**src/rtl/sfx_pkg.sv**
```systemverilog
// ---------------------------------------------------------------------------
// sfx_pkg
// Shared definitions for the sound-effect voice generator:
//   - sfx_state_t  : effect state encoding (IDLE / SHOT / BOOM)
//   - LFSR_SEED    : seed reloaded into the noise LFSR on every explosion
//   - LFSR_TAPS    : feedback tap mask for taps 16/14/13/11 (bits 15/13/12/10)
//   - SILENCE      : PCM value written while no effect is playing
//   - signedSample : turns a sign bit plus envelope magnitude into a PCM word
// ---------------------------------------------------------------------------
package sfx_pkg;

    typedef enum logic [1:0] {
        IDLE = 2'd0,
        SHOT = 2'd1,
        BOOM = 2'd2
    } sfx_state_t;

    localparam logic [15:0] LFSR_SEED = 16'hACE1;
    localparam logic [15:0] LFSR_TAPS = 16'hB400;
    localparam logic [15:0] SILENCE   = 16'h0000;

    // The envelope never exceeds 32767, so ~mag + 1 cannot overflow into a
    // wrong sign; a zero envelope yields zero for either sign.
    function automatic logic [15:0] signedSample(input logic positive,
                                                 input logic [15:0] mag);
        return positive ? mag : (~mag + 16'd1);
    endfunction

endpackage

```
**src/rtl/sfx_lfsr.sv**
```systemverilog
// ---------------------------------------------------------------------------
// sfx_lfsr
// 16-bit Fibonacci LFSR (taps 16/14/13/11) used as the noise source of the
// explosion effect. Shifts towards the MSB; the new LSB is the XOR of the
// tapped bits. Only built when SFX_BOOM_EN is defined.
// Ports:
//   clk50     in   system clock
//   reset     in   asynchronous active-high reset (reloads the seed)
//   i_advance in   step the register once
//   i_load    in   reload the seed (wins over i_advance)
//   o_next    out  value the register takes on the next advance
// ---------------------------------------------------------------------------
module sfx_lfsr
    import sfx_pkg::*;
(
    input  logic        clk50,
    input  logic        reset,
    input  logic        i_advance,
    input  logic        i_load,
    output logic [15:0] o_next
);

    logic [15:0] r_lfsr;
    logic        w_feedback;

    // Feedback is the parity of the tapped bits of the current state.
    assign w_feedback = ^(r_lfsr & LFSR_TAPS);
    assign o_next     = {r_lfsr[14:0], w_feedback};

    // Seed on reset and on load; otherwise step only when asked, so the
    // noise sequence stays locked to accepted FIFO writes.
    always_ff @(posedge clk50 or posedge reset) begin
        if (reset) begin
            r_lfsr <= LFSR_SEED;
        end else if (i_load) begin
            r_lfsr <= LFSR_SEED;
        end else if (i_advance) begin
            r_lfsr <= o_next;
        end
    end

endmodule

```
**src/rtl/sfx_voice_gen.sv**
```systemverilog
// ---------------------------------------------------------------------------
// sfx_voice_gen
// Turns single-cycle game events into a stream of signed 16-bit PCM samples
// for the audio FIFO. The FIFO full flag paces production, so one sample is
// consumed per DAC frame; when idle the block keeps writing silence.
//   SHOT : swept square wave with a linearly decaying envelope
//   BOOM : LFSR noise with a linearly decaying envelope
// Configuration macro: SFX_BOOM_EN -- when defined the BOOM state and the
// LFSR are built; otherwise boom_trig is ignored.
// Ports:
//   clk50       in   50 MHz system clock
//   reset       in   asynchronous active-high reset
//   shot_trig   in   one-cycle pulse, start/restart the shot effect
//   boom_trig   in   one-cycle pulse, start/restart the explosion effect
//   fifo_full   in   audio FIFO full flag
//   fifo_wr_req out  FIFO write strobe (= ~fifo_full)
//   fifo_wr_dat out  registered PCM sample presented to the FIFO
//   busy        out  high while an effect is playing
// ---------------------------------------------------------------------------
module sfx_voice_gen
    import sfx_pkg::*;
#(
    parameter logic [15:0] AMP        = 16'd12288,
    parameter logic [15:0] SHOT_LEN   = 16'd1600,
    parameter logic [15:0] SHOT_DECAY = 16'd7,
    parameter logic [15:0] SHOT_P0    = 16'd4,
    parameter logic [15:0] SHOT_SWEEP = 16'd64,
    parameter logic [15:0] BOOM_LEN   = 16'd4000,
    parameter logic [15:0] BOOM_DECAY = 16'd3
) (
    input  logic        clk50,
    input  logic        reset,
    input  logic        shot_trig,
    input  logic        boom_trig,
    input  logic        fifo_full,
    output logic        fifo_wr_req,
    output logic [15:0] fifo_wr_dat,
    output logic        busy
);

    sfx_state_t  r_state;
    sfx_state_t  w_stateNext;

    logic [15:0] r_sampleCnt, w_sampleCntNext;
    logic [15:0] r_env,       w_envNext;
    logic        r_phase,     w_phaseNext;
    logic [15:0] r_segCnt,    w_segCntNext;
    logic [15:0] r_segLen,    w_segLenNext;
    logic [15:0] r_halfPer,   w_halfPerNext;
    logic [15:0] r_sweepCnt,  w_sweepCntNext;
    logic [15:0] r_dat,       w_datNext;

    logic        w_write;
    logic        w_shotStart;
    logic        w_sweepWrap;
    logic [15:0] w_decay;
    logic [15:0] w_envDec;

`ifdef SFX_BOOM_EN
    logic        w_lfsrLoad;
    logic        w_lfsrAdvance;
    logic [15:0] w_lfsrNext;

    sfx_lfsr u_lfsr (
        .clk50     (clk50),
        .reset     (reset),
        .i_advance (w_lfsrAdvance),
        .i_load    (w_lfsrLoad),
        .o_next    (w_lfsrNext)
    );

    assign w_decay = (r_state == BOOM) ? BOOM_DECAY : SHOT_DECAY;
`else
    logic w_unusedBoom;

    assign w_unusedBoom = ^{boom_trig, BOOM_LEN, BOOM_DECAY};
    assign w_decay      = SHOT_DECAY;
`endif

    // The write strobe is purely combinational so a freshly deasserted full
    // flag is used in the same cycle; every strobed cycle is a write.
    assign fifo_wr_req = ~fifo_full;
    assign w_write     = ~fifo_full;
    assign fifo_wr_dat = r_dat;
    assign busy        = (r_state != IDLE);

    // A shot cannot interrupt an explosion; a boom in the same cycle wins
    // through the ordering of the next-state logic below.
    assign w_shotStart = shot_trig && (r_state != BOOM);

    // Envelope step, saturating at zero.
    assign w_envDec    = (r_env > w_decay) ? (r_env - w_decay) : 16'd0;

    // The sweep counter marks every SHOT_SWEEP-th sample, where the square
    // wave half-period grows by one.
    assign w_sweepWrap = (r_sweepCnt == (SHOT_SWEEP - 16'd1));

    // Next-state and next-sample logic. Triggers are honoured even while the
    // FIFO is full so a one-cycle event pulse is never lost; otherwise all
    // state advances only on a write. A half-period's length is fixed when
    // it starts, using the half-period in force for its first sample.
    always_comb begin
        w_stateNext     = r_state;
        w_sampleCntNext = r_sampleCnt;
        w_envNext       = r_env;
        w_phaseNext     = r_phase;
        w_segCntNext    = r_segCnt;
        w_segLenNext    = r_segLen;
        w_halfPerNext   = r_halfPer;
        w_sweepCntNext  = r_sweepCnt;
        w_datNext       = r_dat;
`ifdef SFX_BOOM_EN
        w_lfsrLoad      = 1'b0;
        w_lfsrAdvance   = 1'b0;

        if (boom_trig) begin
            w_stateNext     = BOOM;
            w_sampleCntNext = 16'd0;
            w_envNext       = AMP;
            w_lfsrLoad      = 1'b1;
            w_datNext       = signedSample(LFSR_SEED[15], AMP);
        end else
`endif
        if (w_shotStart) begin
            w_stateNext     = SHOT;
            w_sampleCntNext = 16'd0;
            w_envNext       = AMP;
            w_phaseNext     = 1'b1;
            w_segCntNext    = 16'd0;
            w_segLenNext    = SHOT_P0;
            w_halfPerNext   = SHOT_P0;
            w_sweepCntNext  = 16'd0;
            w_datNext       = signedSample(1'b1, AMP);
        end else if (w_write) begin
            case (r_state)
                SHOT: begin
                    if (r_sampleCnt == (SHOT_LEN - 16'd1)) begin
                        w_stateNext     = IDLE;
                        w_sampleCntNext = 16'd0;
                        w_envNext       = 16'd0;
                        w_datNext       = SILENCE;
                    end else begin
                        w_sampleCntNext = r_sampleCnt + 16'd1;
                        w_envNext       = w_envDec;
                        w_sweepCntNext  = w_sweepWrap ? 16'd0 : (r_sweepCnt + 16'd1);
                        w_halfPerNext   = r_halfPer + {15'd0, w_sweepWrap};
                        if ((r_segCnt + 16'd1) >= r_segLen) begin
                            w_phaseNext  = ~r_phase;
                            w_segCntNext = 16'd0;
                            w_segLenNext = w_halfPerNext;
                        end else begin
                            w_segCntNext = r_segCnt + 16'd1;
                        end
                        w_datNext = signedSample(w_phaseNext, w_envDec);
                    end
                end
`ifdef SFX_BOOM_EN
                BOOM: begin
                    if (r_sampleCnt == (BOOM_LEN - 16'd1)) begin
                        w_stateNext     = IDLE;
                        w_sampleCntNext = 16'd0;
                        w_envNext       = 16'd0;
                        w_datNext       = SILENCE;
                    end else begin
                        w_sampleCntNext = r_sampleCnt + 16'd1;
                        w_envNext       = w_envDec;
                        w_lfsrAdvance   = 1'b1;
                        w_datNext       = signedSample(w_lfsrNext[15], w_envDec);
                    end
                end
`endif
                default: begin
                    w_stateNext = IDLE;
                    w_datNext   = SILENCE;
                end
            endcase
        end
    end

    // State register: reset drops straight back to silence.
    always_ff @(posedge clk50 or posedge reset) begin
        if (reset) begin
            r_state <= IDLE;
        end else begin
            r_state <= w_stateNext;
        end
    end

    // Datapath registers: counters, envelope, square-wave bookkeeping and
    // the presented sample.
    always_ff @(posedge clk50 or posedge reset) begin
        if (reset) begin
            r_sampleCnt <= 16'd0;
            r_env       <= 16'd0;
            r_phase     <= 1'b1;
            r_segCnt    <= 16'd0;
            r_segLen    <= SHOT_P0;
            r_halfPer   <= SHOT_P0;
            r_sweepCnt  <= 16'd0;
            r_dat       <= SILENCE;
        end else begin
            r_sampleCnt <= w_sampleCntNext;
            r_env       <= w_envNext;
            r_phase     <= w_phaseNext;
            r_segCnt    <= w_segCntNext;
            r_segLen    <= w_segLenNext;
            r_halfPer   <= w_halfPerNext;
            r_sweepCnt  <= w_sweepCntNext;
            r_dat       <= w_datNext;
        end
    end

endmodule

```
**config.mk**
```make
export PLATFORM = sky130hd
export DESIGN_NAME = sfx_voice_gen
export DESIGN_NICKNAME = d
export VERILOG_FILES = /design/src/rtl/sfx_pkg.sv /design/src/rtl/sfx_lfsr.sv /design/src/rtl/sfx_voice_gen.sv
export SDC_FILE = /design/constraint.sdc
export NUM_CORES = 1
export LEC_CHECK = 0
export ABC_AREA = 1
export CORE_ASPECT_RATIO = 1.4
export CORE_MARGIN = 2
export CORE_UTILIZATION = 25
export CTS_BUF_LIST = sky130_fd_sc_hd__clkbuf_8
export DETAILED_ROUTE_END_ITERATION = 6
export GPL_ROUTABILITY_DRIVEN = 0
export PLACE_DENSITY_LB_ADDON = 0.12
export SYNTH_ARGS = -nofsm -noshare
export SYNTH_HDL_FRONTEND = slang
export SYNTH_SLANG_ARGS = --single-unit
```
**constraint.sdc**
```tcl
create_clock -name clk50 -period 4.7 [get_ports clk50]
set_input_delay 0.705 -clock clk50 [delete_from_list [all_inputs] [get_ports clk50]]
set_output_delay 0.705 -clock clk50 [all_outputs]
set_load 0.05 [all_outputs]
```
# After elaboration in Yosys (flattened, before gate mapping)
# Cells that the tools add are included.
[totals]
register_bits = 115
elab_cells = 81
input_bits = 5
output_inout_bits = 18
[op_classes]
n_bitwise = 3
addsub = 6
mux = 46
order_cmp = 2
reduce_logical = 8
eq_ne = 7
[op_table]
columns = ["operator", "count"]
rows = [
  ["16-bit two-way mux", 33],
  ["16-bit by 1-bit adder with 16-bit output, second input constant", 4],
  ["16-bit by 1-bit adder with 16-bit output", 1],
  ["16-bit by 11-bit equality test with 1-bit output, second input constant", 1],
  ["16-bit by 6-bit equality test with 1-bit output, second input constant", 1],
  ["16-bit greater-or-equal comparator", 1],
  ["16-bit by 3-bit > comparator with 1-bit output, second input constant", 1],
  ["16-bit inverter", 1],
  ["16-bit by 3-bit subtractor with 16-bit output, second input constant", 1],
  ["1-bit two-way mux", 9],
  ["2-bit two-way mux", 4],
  ["2-bit nonzero test", 3],
  ["2-bit != test, second input constant", 2],
  ["2-bit AND reduction", 2],
  ["4-bit AND reduction", 1],
  ["3-bit != test, second input constant", 1],
  ["3-bit AND reduction", 1],
  ["2-bit by 1-bit equality test with 1-bit output, second input constant", 1],
  ["2-bit by 1-bit != test with 1-bit output, second input constant", 1],
  ["1-bit inverter", 2],
  ["1-bit logical AND", 1],
]

# Logic depth before layout (Yosys ltp)
[depth]
depth_word = 12
depth_mapped = 22
mapped_depth_nobuf = 21

# Worst setup path before layout
# No wires, ideal clock.
[synth_timing]
kind = "register -> register"
startpoint = "register r_segCnt[0]"
endpoint = "register r_dat[3] (netlist: fifo_wr_dat[3])"
synth_period_minus_slack_ns = 2.928
arrival_ns = 2.859
setup_time_ns = 0.069
path_stages_with_launch = 20
setup_slack_ns = 1.772
required_ns = 4.631
n_path_buf = 2
path_cell_list = "dfrtp_1 > ha_1 > nand3_1 > nor3_2 > nand3_1 > nor3_2 > nand3_1 > xor2_1 > inv_1 > ha_1 > nand4_1 > nor2_1 > nand3_1 > nand3_1 > nand2_1 > nand2_1 > buf_2 > buf_2 > nand4_1 > nand3_1"
[synth_between]
elab_chain_cells = 12
[synth_rtl]
columns = ["item", "line_no", "source"]
rows = [
  ["start, declared", "sfx_voice_gen.sv:47", "logic [15:0] r_segCnt, w_segCntNext;"],
  ["start signal, assigned", "sfx_voice_gen.sv:205", "r_segCnt <= w_segCntNext;"],
  ["16-bit by 1-bit adder with 16-bit output", "sfx_voice_gen.sv:147", "if ((r_segCnt + 16'd1) >= r_segLen) begin"],
  ["16-bit greater-or-equal comparator", "sfx_voice_gen.sv:147", ""],
  ["1-bit two-way mux", "sfx_voice_gen.sv:147", ""],
  ["1-bit two-way mux", "sfx_voice_gen.sv:137", "if (r_sampleCnt == (SHOT_LEN - 16'd1)) begin"],
  ["1-bit two-way mux", "sfx_voice_gen.sv:135", "case (r_state)"],
  ["1-bit two-way mux", "sfx_voice_gen.sv:134", "end else if (w_write) begin"],
  ["1-bit two-way mux", "sfx_voice_gen.sv:124", "if (w_shotStart) begin"],
  ["16-bit two-way mux", "sfx_pkg.sv:26", "return positive ? mag : (~mag + 16'd1);"],
  ["16-bit two-way mux", "sfx_voice_gen.sv:137", ""],
  ["16-bit two-way mux", "sfx_voice_gen.sv:135", ""],
  ["16-bit two-way mux", "sfx_voice_gen.sv:134", ""],
  ["16-bit two-way mux", "sfx_voice_gen.sv:124", ""],
  ["end signal, assigned", "sfx_voice_gen.sv:209", "r_dat <= w_datNext;"],
  ["end, declared", "sfx_voice_gen.sv:51", "logic [15:0] r_dat, w_datNext;"],
]
# Every way passes these cells. The select of a mux whose other input is x is not followed.
# A chain may end at the register's enable or synchronous reset.

# Final worst setup path
[layout_timing]
startpoint = "register r_segCnt[0]"
endpoint = "register r_dat[14] (netlist: fifo_wr_dat[14])"
# The elaborated chain is that of the path after synthesis.

==> flow_results.org <==
** Outcome
- Status :: completed

** Synthesis
- Number of enable flip-flop cells after synthesis :: 0
- The number of different library cells used by synthesis comes to 48.
- Synthesis produced a netlist whose cell count is 883.
- Post-synthesis async set-or-reset flop share :: 100.0%
- Summing the areas of all fa, ha and maj instances in the mapped netlist gives 4.288% of the synthesized area.
- After synthesis the cells add up to ~6700 sq um.
- Counting every net in the synthesized netlist gives 911.
- Number of warnings printed during yosys synthesis :: 0
- After Yosys synthesis, XOR and XNOR cells account for 2.610% of the synthesized area.
- Number of storage elements in the synthesis netlist :: 114
- In this run the mean area of a mapped cell was around 7.6 sq um.
- The share of the Yosys chip area taken by registers is 42.56%.
- The commonest cells after synthesis are nand2_1, dfrtp_1, inv_1.
- Top FF cell, synth :: dfrtp_1
- The synthesized netlist devotes 10.59% of its cell area to compound gates.
- Sorting the synthesized cells by area gives the leading types as dfrtp_1, nand2_1, inv_1, nand3_1, nor2_1.
- Multiplexer cells account for 0.1491% of the synthesized area.
- Simple logic cell fraction of the synthesized area :: 31.38%
- Cell type contributing the most total cell area after synthesis :: dfrtp_1
- The synthesized design devotes to its leading area cell type 41.39% of total area.
- Most frequently used cell type in the post-synthesis netlist :: nand2_1
- Largest family of logic cells by synthesized area :: simple AND/OR/NAND/NOR gates

** Routing
- In this run, the number of DRC markers left after iteration 0 of detailed routing was around 200.
- First drt pass iteration count :: 5
- Total DRC errors in the routed layout :: 0
- Number of vias per cell after detailed routing :: 4.603
- The count of nets left with antenna violations once routing finished came out at 0.
- Across all layers, the routed design uses ~5700 vias.
- For this block, the routed nets add up to 17670 um of wire.
- WL per Instance :: about 14 um

** Placement
- After legalization and detailed placement, the total HPWL measured 12650 um.
- Prior to clock tree synthesis, the placed netlist has a worst setup slack of 0.8191 ns.
- Counting tap cells, the placed design contains a total of 1213 instances.
- During placement, the flow inserted port buffers numbering 21.

** CTS
- Counting the buffers created by CTS gives 17.
- After clock tree synthesis, the clock-pin slew on the worst setup and hold paths is about 0.070 ns.
- After clock tree synthesis, the repair step resized 0 gates.
- TritonCTS built the clock tree.
- The root buffer cell chosen for the clock tree is clkbuf_8.
- CTS sink count :: 114
- Number of buffers between clock root and the deepest sink :: 2
- The clock tree synthesis step divided the H-tree into 4 levels.
- Post-CTS timing repair inserted 0 buffers for setup.
- Hold repair after CTS inserted 0 buffers.
- Source-to-sink clock delay at the later pin of the worst-skew pair :: 0.44 ns

** STA
- Sum of negative setup slack :: 0 ns
- Tightest slew margin relative to the limit :: ~27%
- Period minus WS final :: about 3.8 ns
- Highest Clock Rate :: 265.1 MHz
- Clock Skews :: 0.01550 ns
- Period utilization :: 80.27%
- Setup repair after global routing missed its margin :: no
- Final-report setup violation count :: 0
- The count of pins over their slew limit was 0.
- Final Hold Fails :: 0
- Setup slack on the critical path of the routed design comes to between 0.9 and 1 ns.
- Slew at the pin closest to its max-slew limit :: 1.082 ns

** Pwr
- Of the total power, combinational logic draws 19.8%.
- For this design the total switching power over the nets is 795.3 uW.
- Clock share of power :: a little under two fifths
- In this run the power density over the cells is about 320 nW/um^2.
- VDD sags by at most between 150 and 200 uV.
- Net switching is 32.34% of the power.
- Static leakage :: 3.467 nW
- Share of power burned in registers :: 43.5%
- Cell internal power was estimated by the tool at 1.664 mW.

** Cells and area
- Growth of design area from synthesis to finish :: 13.96%
- After filler insertion, the fill cell instance count of the layout stands at 2949.
- Inserted Diodes :: 0
- Multi-input gate area in the final layout :: 3289 sq um
- In the final layout, flip-flops and latches occupy around 2900 sq um.
- Fraction of final layout cells sized beyond drive strength 1 :: 8.179%
- For this run, the number of standard cells in the final layout without fillers is 1245.
- Final-stage net count :: 932

** Hold path
- Cell depth of the worst min-delay path :: 2
- The min-delay analysis places its worst path in the category reg2reg.
- The worst hold path begins at fifo_wr_dat[1].

** Job
- Across the run, the number of max-cap violations was 0.

** Floorplanning
- Floorplan die width :: 142.5 um
- Initial Util :: 25.18%
- 23 I/O pins were placed.
- The core region is ~27000 sq um.
- DIE AREA :: around 28000 sq um
- Measured along the y axis, the die boundary spans 197.9 um.
- The initialized floorplan defines 71 standard-cell rows.

** GRT
- The via count of the first global-routing pass came to 6056.
- Largest net degree at the start of global routing :: 64
- Overall global routing resource usage :: a little over an eighth
- GRT overflow :: 0
- Number of antenna violations at the first check in global routing :: 0
- The first global-routing pass estimated roughly 30000 um of wire.

** Critical path
- Type of origin of the critical path :: flop
- Of all nets on the critical path, the largest fanout is 23.
- At the worst endpoint, the required time is around 5.0 ns.
- In this run the critical register-to-register path is launched from r_segCnt[0].
- Worst r2r path cells :: 19
- Data on the critical path arrives at its endpoint at just over 4 ns.
- Nature of the critical path endpoint :: flop
- Critical setup path kind :: reg2reg
- Setup crit start :: r_segCnt[0]
[through the flow]
step	power (mW)	hold slack (ns)	area (sq um)	utilization (%)
after floorplan	1.442	0.4392	6711	-
after CTS	2.519	0.4889	7649	28.70
after detailed placement	1.587	0.4631	7266	27.26
after global routing	2.623	0.5107	7649	28.70
final	2.459	0.4825	7649	28.70
after global placement	1.587	0.4643	7266	27.26
[critical path: stages (launching register included)]
cell     delay [ns]
dfrtp_1        0.43
ha_1           0.21
nand3_1        0.15
nor3_2         0.21
nand3_1        0.17
nor3_2         0.26
nand3_1        0.13
xor2_1         0.20
inv_1          0.07
ha_1           0.27
nand4_1        0.15
nor2_1         0.19
nand3_1        0.11
nand3_1        0.18
nand2_1        0.07
nand2_1        0.27
buf_4          0.32
nand2_1        0.10
nand3_1        0.09
nand3_1        0.07
[layer usage]
layer  global-route usage [%]  vias to the layer above  wire (um)
met3                    2.805                       24        297
li1                         -                     2948          -
met1                    15.29                     2715       7588
met2                    25.32                       44       9355
met4                    5.171                        0        426
met5                        0                        -          0
[layout by cell type, fill, tap and decap left out, types with 7 or more instances in the layout]
master / count
o22ai_1: 14
nand3_1: 65
nand2_1: 223
o21ai_1: 17
dfrtp_1: 111
clkbuf_8: 23
nor4_1: 7
inv_1: 113
nand4_1: 29
nor3_1: 16
a21oi_1: 29
ha_1: 23
clkdlybuf4s50_1: 21
nor2_1: 83
nor3b_1: 7
o21ai_0: 40
xor2_1: 17
[sequential cells by signal, summed over array words and instances, names as in the netlist]
signal	flops
r_halfPer	16
r_segCnt	16
r_env	16
r_segLen	16
r_sweepCnt	16
r_state	1
r_phase	1
r_sampleCnt	16
fifo_wr_dat	16
[layout make-up]
cell class              instances  area share (%)
clock buffers                  23           4.139
inverters                     115           5.676
repair buffers                 28           3.599
well taps                     328           5.366
multi-input cells             628           43.01
clock inverters                 9          0.8670
flip-flops and latches        114           37.35
[power groups by stage]
| stage | combinational (mW) | sequential, mW | clock [mW] |
|---|---|---|---|
| after global routing | 0.554 | 1.08 | 0.992 |
| after global placement | 0.498 | 1.09 | 0 |
| after detailed placement | 0.499 | 1.09 | 0 |
| after CTS | 0.500 | 1.07 | 0.948 |
| final | 0.488 | 1.07 | 0.902 |
| after floorplan | 0.299 | 1.14 | 0 |
[cells by family (layout without fill, tap and decap cells)]
group | Yosys count | in the layout
buf+inv | 141 | 175
mux | 1 | 1
compound gates | 123 | 123
fa+ha+maj | 23 | 23
xor+xnor | 20 | 20
simple gates | 461 | 461
flops | 114 | 114
[path summary, 6_finish.rpt]
kind | to | slack (ns)
hold / removal | fifo_wr_dat[1] | 0.48
min in group asynchronous | r_segCnt[8] | 0.79
setup reg to reg | fifo_wr_dat[14] | 0.93
hold reg to reg | fifo_wr_dat[1] | 0.48
setup / recovery | fifo_wr_dat[14] | 0.93
max in group asynchronous | r_halfPer[2] | 3.08
(Power assumes the default switching activity.)
==> variant 1: new RTL, same flow settings <==
The 3 states of `sfx_state_t` get a one-hot encoding in 3 bits.
--- a/src/rtl/sfx_pkg.sv
+++ b/src/rtl/sfx_pkg.sv
@@ -9,10 +9,10 @@
 // ---------------------------------------------------------------------------
 package sfx_pkg;
 
-    typedef enum logic [1:0] {
-        IDLE = 2'd0,
-        SHOT = 2'd1,
-        BOOM = 2'd2
+    typedef enum logic [2:0] {
+        IDLE = 3'b001,
+        SHOT = 3'b010,
+        BOOM = 3'b100
     } sfx_state_t;
 
     localparam logic [15:0] LFSR_SEED = 16'hACE1;
Formal check against the unedited RTL: no difference found for any inputs over 4 cycles, from zero or initial values and one cycle with reset high; so few cycles prove little.
==> variant 1 against the unedited design <==
Design area grew 2.8%. Total power grew 5.1%. Critical path depth shrank 1. Sequential cell count grew 1. First-iteration DRC count grew 20%. Clock power grew 10%. Count of clock-buffer cells in the layout shrank 6. Routed wire length grew 3.9%. Final cell count grew 5.4%. Area after synthesis grew 2.5%. Worst setup slack gained 120 ps. Synthesized cell count grew 3.2%. Die area grew 2.5%. Largest cell class unchanged.
==> variant 1: results (changes against the unedited design) <==
Worst setup path
  – Reg-to-reg slack, setup: 1040 ps (was 930 ps)
  – Worst setup SP type: flop (unchanged)
  – R2R Path End: r_segCnt[4]$_DFFE_PP0P_ (was fifo_wr_dat[14]$_DFFE_PP0P_)
  – Launching point of the worst reg2reg path: r_segCnt[5]$_DFFE_PP0P_ (was r_segCnt[0]$_DFFE_PP0P_)
  – R2R cell count: 18 (was 19)
  – Crit-path max FO: 11 (was 23)
  – Crit path DAT: 4030 ps (was 4100 ps)

CTS
  – Root buf cell: clkbuf_8 (unchanged)
  – Worst-path clk slew: 70 ps (about the same)
  – CTS HTree Levels: 4 (unchanged)
  – Clock Latency Late Sink: 460 ps (was 440 ps)

Power and ir drop
  – Maximum resistive drop on vdd: 0.1846 mV (was 0.1967 mV)
  – Power share of the combinational group: 0.206 (was 0.198)
  – Leak pwr: 0.003638 uW (was 0.003467 uW)
  – Int Pwr: 1708 uW (was 1664 uW)

Yosys
  – Register area share after synthesis: 0.4189 (was 0.4256)
  – Most common library cells after synthesis: nand2_1, inv_1, dfrtp_1 (was nand2_1, dfrtp_1, inv_1)
  – Unique masters post-synth: 47 (was 48)
  – Share of flip-flops with an asynchronous set or reset: 1.000 (unchanged)
  – Synth warn: 0 (unchanged)
  – Cells after Synth: 911 (was 883)
  – Top post-synthesis cells by area: dfrtp_1, nand2_1, inv_1, nand3_1, ha_1 (was dfrtp_1, nand2_1, inv_1, nand3_1, nor2_1)

Drt
  – Drt wl/cell: 13.99 um (was 14.19 um)
  – Router iterations before antenna repair: 4 (was 5)
  – Total Wirelength: 18,360 um (was 17,670 um)
  – DR iter-0 viols: 244 (was 204)

Global route
  – First-pass GRT wire length: 31,150 um (was 30,420 um)
  – Vias in the first global route: 6,095 (was 6,056)
  – Pin count of the biggest net entering global routing: 59 (was 64)

Timing
  – Clock skew: 13.40 ps (was 15.50 ps)
  – Least-Margin Pin Slew: 792.8 ps (was 1082 ps)

Outcome
  – Status: finished, final reports clean (unchanged)

Finish
  – # fillers: 3,069 (was 2,949)
  – # nets final: 962 (was 932)
  – Layout cell share with drive strength beyond 1: 0.08448 (was 0.08179)

Min path
  – Hold_sp: fifo_wr_dat[11]$_DFFE_PP0P_ (was fifo_wr_dat[1]$_DFFE_PP0P_)
  – Hold Path End: fifo_wr_dat[11]$_DFFE_PP0P_ (was fifo_wr_dat[1]$_DFFE_PP0P_)

Placed design
  – Placed cells: 1,280 (was 1,213)
  – Detailed placement HPWL: 13,250 um (was 12,650 um)
variant 1: layout make-up:
class	count	area share
inverters	124	0.05999
repair buffers	26	0.03310
well taps	365	0.05808
clock inverters	15	0.02307
clock buffers	17	0.02976
flip-flops and latches	115	0.3666
multi-input cells	650	0.4293
variant 1: cell families (layout without fill, tap and decap cells):
group / count (synthesis) / count (layout) / synth area share
AO/OA/AOI/OAI: 141 / 141 / 0.1191
XOR/XNOR: 18 / 18 / 0.02291
adder cells (fa/ha/maj): 23 / 23 / 0.04182
buffers and inverters: 146 / 182 / 0.09054
flip-flops: 115 / 115 / 0.4189
AND/OR/NAND/NOR: 468 / 468 / 0.3067
variant 1: per-layer routing:
layer  share of wire  up-vias  global-route usage
met1            0.43     2821              0.1581
met5               0        -                   0
met3           0.017       26             0.02630
met4           0.030        0             0.05825
met2            0.52       49              0.2471
li1                -     3038                   -
variant 1: through the flow:
step | total power [uW] | hold slack (ps) | worst slack (ps) | instance area (um^2)
floorplan | 1484 | 453.0 | 957.6 | 6882
global placement | 1622 | 466.7 | 1054 | 7447
detailed placement | 1624 | 469.8 | 1064 | 7447
CTS | 2653 | 492.8 | 1029 | 7863
global route | 2751 | 518.7 | 668.8 | 7863
finish | 2586 | 487.9 | 1043 | 7863
variant 1: worst max-delay path, cell delays in order, from the launching register on:
cell and delay, ps:
dfrtp_1 410, inv_1 100, nor4_1 540, nand2_1 170
nor3_1 230, xor2_1 220, inv_1 60, ha_1 280
nand2_1 70, inv_1 30, o21bai_1 110, a21oi_1 70
nor2_1 210, nand2_1 190, inv_1 110, nand2_1 190
inv_1 390, nand2_1 90, o21ai_1 90
==> variant 2: new RTL, config.mk and constraints unchanged <==
Made on the original files. Change the parameter `SHOT_SWEEP` from 16'd64 to 16'd32.
--- a/src/rtl/sfx_voice_gen.sv
+++ b/src/rtl/sfx_voice_gen.sv
@@ -24,7 +24,7 @@
     parameter logic [15:0] SHOT_LEN   = 16'd1600,
     parameter logic [15:0] SHOT_DECAY = 16'd7,
     parameter logic [15:0] SHOT_P0    = 16'd4,
-    parameter logic [15:0] SHOT_SWEEP = 16'd64,
+    parameter logic [15:0] SHOT_SWEEP = 16'd32,
     parameter logic [15:0] BOOM_LEN   = 16'd4000,
     parameter logic [15:0] BOOM_DECAY = 16'd3
 ) (
Behaviour: no difference found for any inputs over 4 cycles, from zero or initial values and one cycle with reset high; that may be too few to reach the edited logic, so the function may still have changed.
==> variant 2 against the unedited design <==
Worst setup slack better by 230 ps. Area after synthesis increased by 0.91%. Sequential share of layout area down 0.51 points. Non-clock buffer count decreased by 3. Count of clock-buffer cells in the layout decreased by 6. Combinational power rose by 87%. Worst hold slack improved by 7.5 ps. Sequential cell count unchanged. Design area grew 1.4%. Total power rose by 23%. Synthesized cell count is 1.5% higher. Routed wire length grew 3.4%. Critical path type unchanged.
==> variant 2: results (changes against the unedited design) <==
Outcome
  – Status: finished, final reports clean (unchanged)

Yosys
  – Ys flop type: dfrtp_1 (unchanged)
  – Top post-synthesis cells by area: dfrtp_1, nand2_1, inv_1, nand3_1, nor2_1 (unchanged)
  – Unique masters post-synth: 50 (was 48)
  – Register area share after synthesis: 0.4218 (was 0.4256)
  – Share of flip-flops with an asynchronous set or reset: 1.000 (unchanged)
  – Mapped Nets: 924 (was 911)
  – Most common library cells after synthesis: nand2_1, inv_1, dfrtp_1 (was nand2_1, dfrtp_1, inv_1)
  – Synth warn: 0 (unchanged)

CTS
  – CTS HTree Levels: 4 (unchanged)
  – Clock Latency Late Sink: 450 ps
  – Root buf cell: clkbuf_8 (unchanged)
  – Post-CTS Setup Bufs: 0 (unchanged)
  – Resized Gates After CTS: 0 (unchanged)
  – Worst-path clk slew: 90 ps (was 70 ps)
  – CTS Buf Count: 17 (unchanged)
  – CTS Buffer Depth: 2 (unchanged)

Global route
  – Gr usage total: 0.1407 (was 0.1370)
  – Pin count of the biggest net entering global routing: 64 (unchanged)
  – First-pass GRT wire length: 31,150 um (was 30,420 um)
  – Vias in the first global route: 6,033 (was 6,056)
  – Initial antenna violation count: 0 (unchanged)

Placed design
  – Post-placement cell area: 7338 um^2 (was 7266 um^2)
  – Detailed placement HPWL: 12,970 um (was 12,650 um)
  – Buffers on Ports: 21 (unchanged)

Floorplan
  – Initial Utilization: 0.2533 (was 0.2518)

Drt
  – DR iter-0 viols: 220 (was 204)
  – Router iterations before antenna repair: 5 (unchanged)
  – Vias/cell: 4.516 (was 4.603)
  – Total Wirelength: 18,270 um (was 17,670 um)

Worst setup path
  – Crit-path leading delay family: simple AND/OR/NAND/NOR gates (unchanged)
  – R2R Path End: r_segLen[11]$_DFFE_PP0P_ (was fifo_wr_dat[14]$_DFFE_PP0P_)
  – Slowest CP cell: dfrtp_1 (unchanged)
  – Launching point of the worst reg2reg path: r_segCnt[0]$_DFFE_PP0P_ (unchanged)
  – Crit-path max FO: 20 (was 23)
  – Crit path DAT: 3880 ps (was 4100 ps)
  – Max incr delay on CP: 420 ps
  – Critical path type: reg2reg (unchanged)
  – Reg-to-reg slack, setup: 1160 ps (was 930 ps)

Finish
  – # fillers: 2,959 (was 2,949)
  – # nets final: 942 (was 932)
  – Layout cell share with drive strength beyond 1: 0.07875 (was 0.08179)
  – Diode count: 0 (unchanged)

Min path
  – Hold_sp: fifo_wr_dat[1]$_DFFE_PP0P_ (unchanged)
  – Hold Crit Class: reg2reg (unchanged)

Timing
  – Clock skew: 12.82 ps (was 15.50 ps)
  – Slew HR: 0.2842 (was 0.2739)
  – Hold violation count in the final report: 0 (unchanged)

Power and ir drop
  – Leak pwr: 0.003488 uW (was 0.003467 uW)
  – Maximum resistive drop on vdd: 0.2330 mV (was 0.1967 mV)
==> variant 2: through the flow <==
stage               total power, uW  worst slack, ps  std cells  hold slack (ps)    util
finish                         3026             1160       1292            490.0  0.2900
global route                   3240            651.7       1292            534.6  0.2900
CTS                            3093             1039       1292            495.2  0.2900
detailed placement             2064             1064       1260            473.9  0.2744
global placement               2068             1070       1260            469.9  0.2744
floorplan                      1820            984.3        896            453.0       -
==> variant 2: logic make-up (layout without fill, tap and decap cells) <==
family	after synthesis	after routing	synth area share
simple gates	469	469	0.3170
fa+ha+maj	23	23	0.04249
mux	1	1	0.001478
buf+inv	147	178	0.08905
flops	114	114	0.4218
compound gates	121	121	0.1011
xor+xnor	21	21	0.02716
==> variant 2: layout make-up <==
cell class | instances | area share
Clock buffer | 17 | 0.03017
Clock inverter | 15 | 0.02356
Inverter | 121 | 0.05921
Multi-Input combinational cell | 635 | 0.4272
Sequential cell | 114 | 0.3683
Tap cell | 365 | 0.05889
Timing Repair Buffer | 25 | 0.03259
==> variant 2: how the worst min path moves through the flow <==
stage | end | cells after the start
3_3_place_gp | r_segLen[4]$_DFFE_PP0P_ | 2
4_1_cts | r_segLen[8]$_DFFE_PP0P_ | 2
6_report | fifo_wr_dat[1]$_DFFE_PP0P_ | 2
2_1_floorplan | r_segLen[10]$_DFFE_PP0P_ | 2
5_1_grt | r_segLen[4]$_DFFE_PP0P_ | 2
3_5_place_dp | r_segLen[8]$_DFFE_PP0P_ | 2
==> variant 2: layer usage <==
layer,up-vias,wire length [um],global-route usage
li1,2979,-,-
met3,16,434,0.02841
met5,-,0,0
met1,2770,7961,0.1614
met2,70,9608,0.2591
met4,0,266,0.04510
==> variant 2: report_power, final <==
group	internal, uW	switching [uW]
combinational	262	649
clock	528	462
sequential	1070	57.2
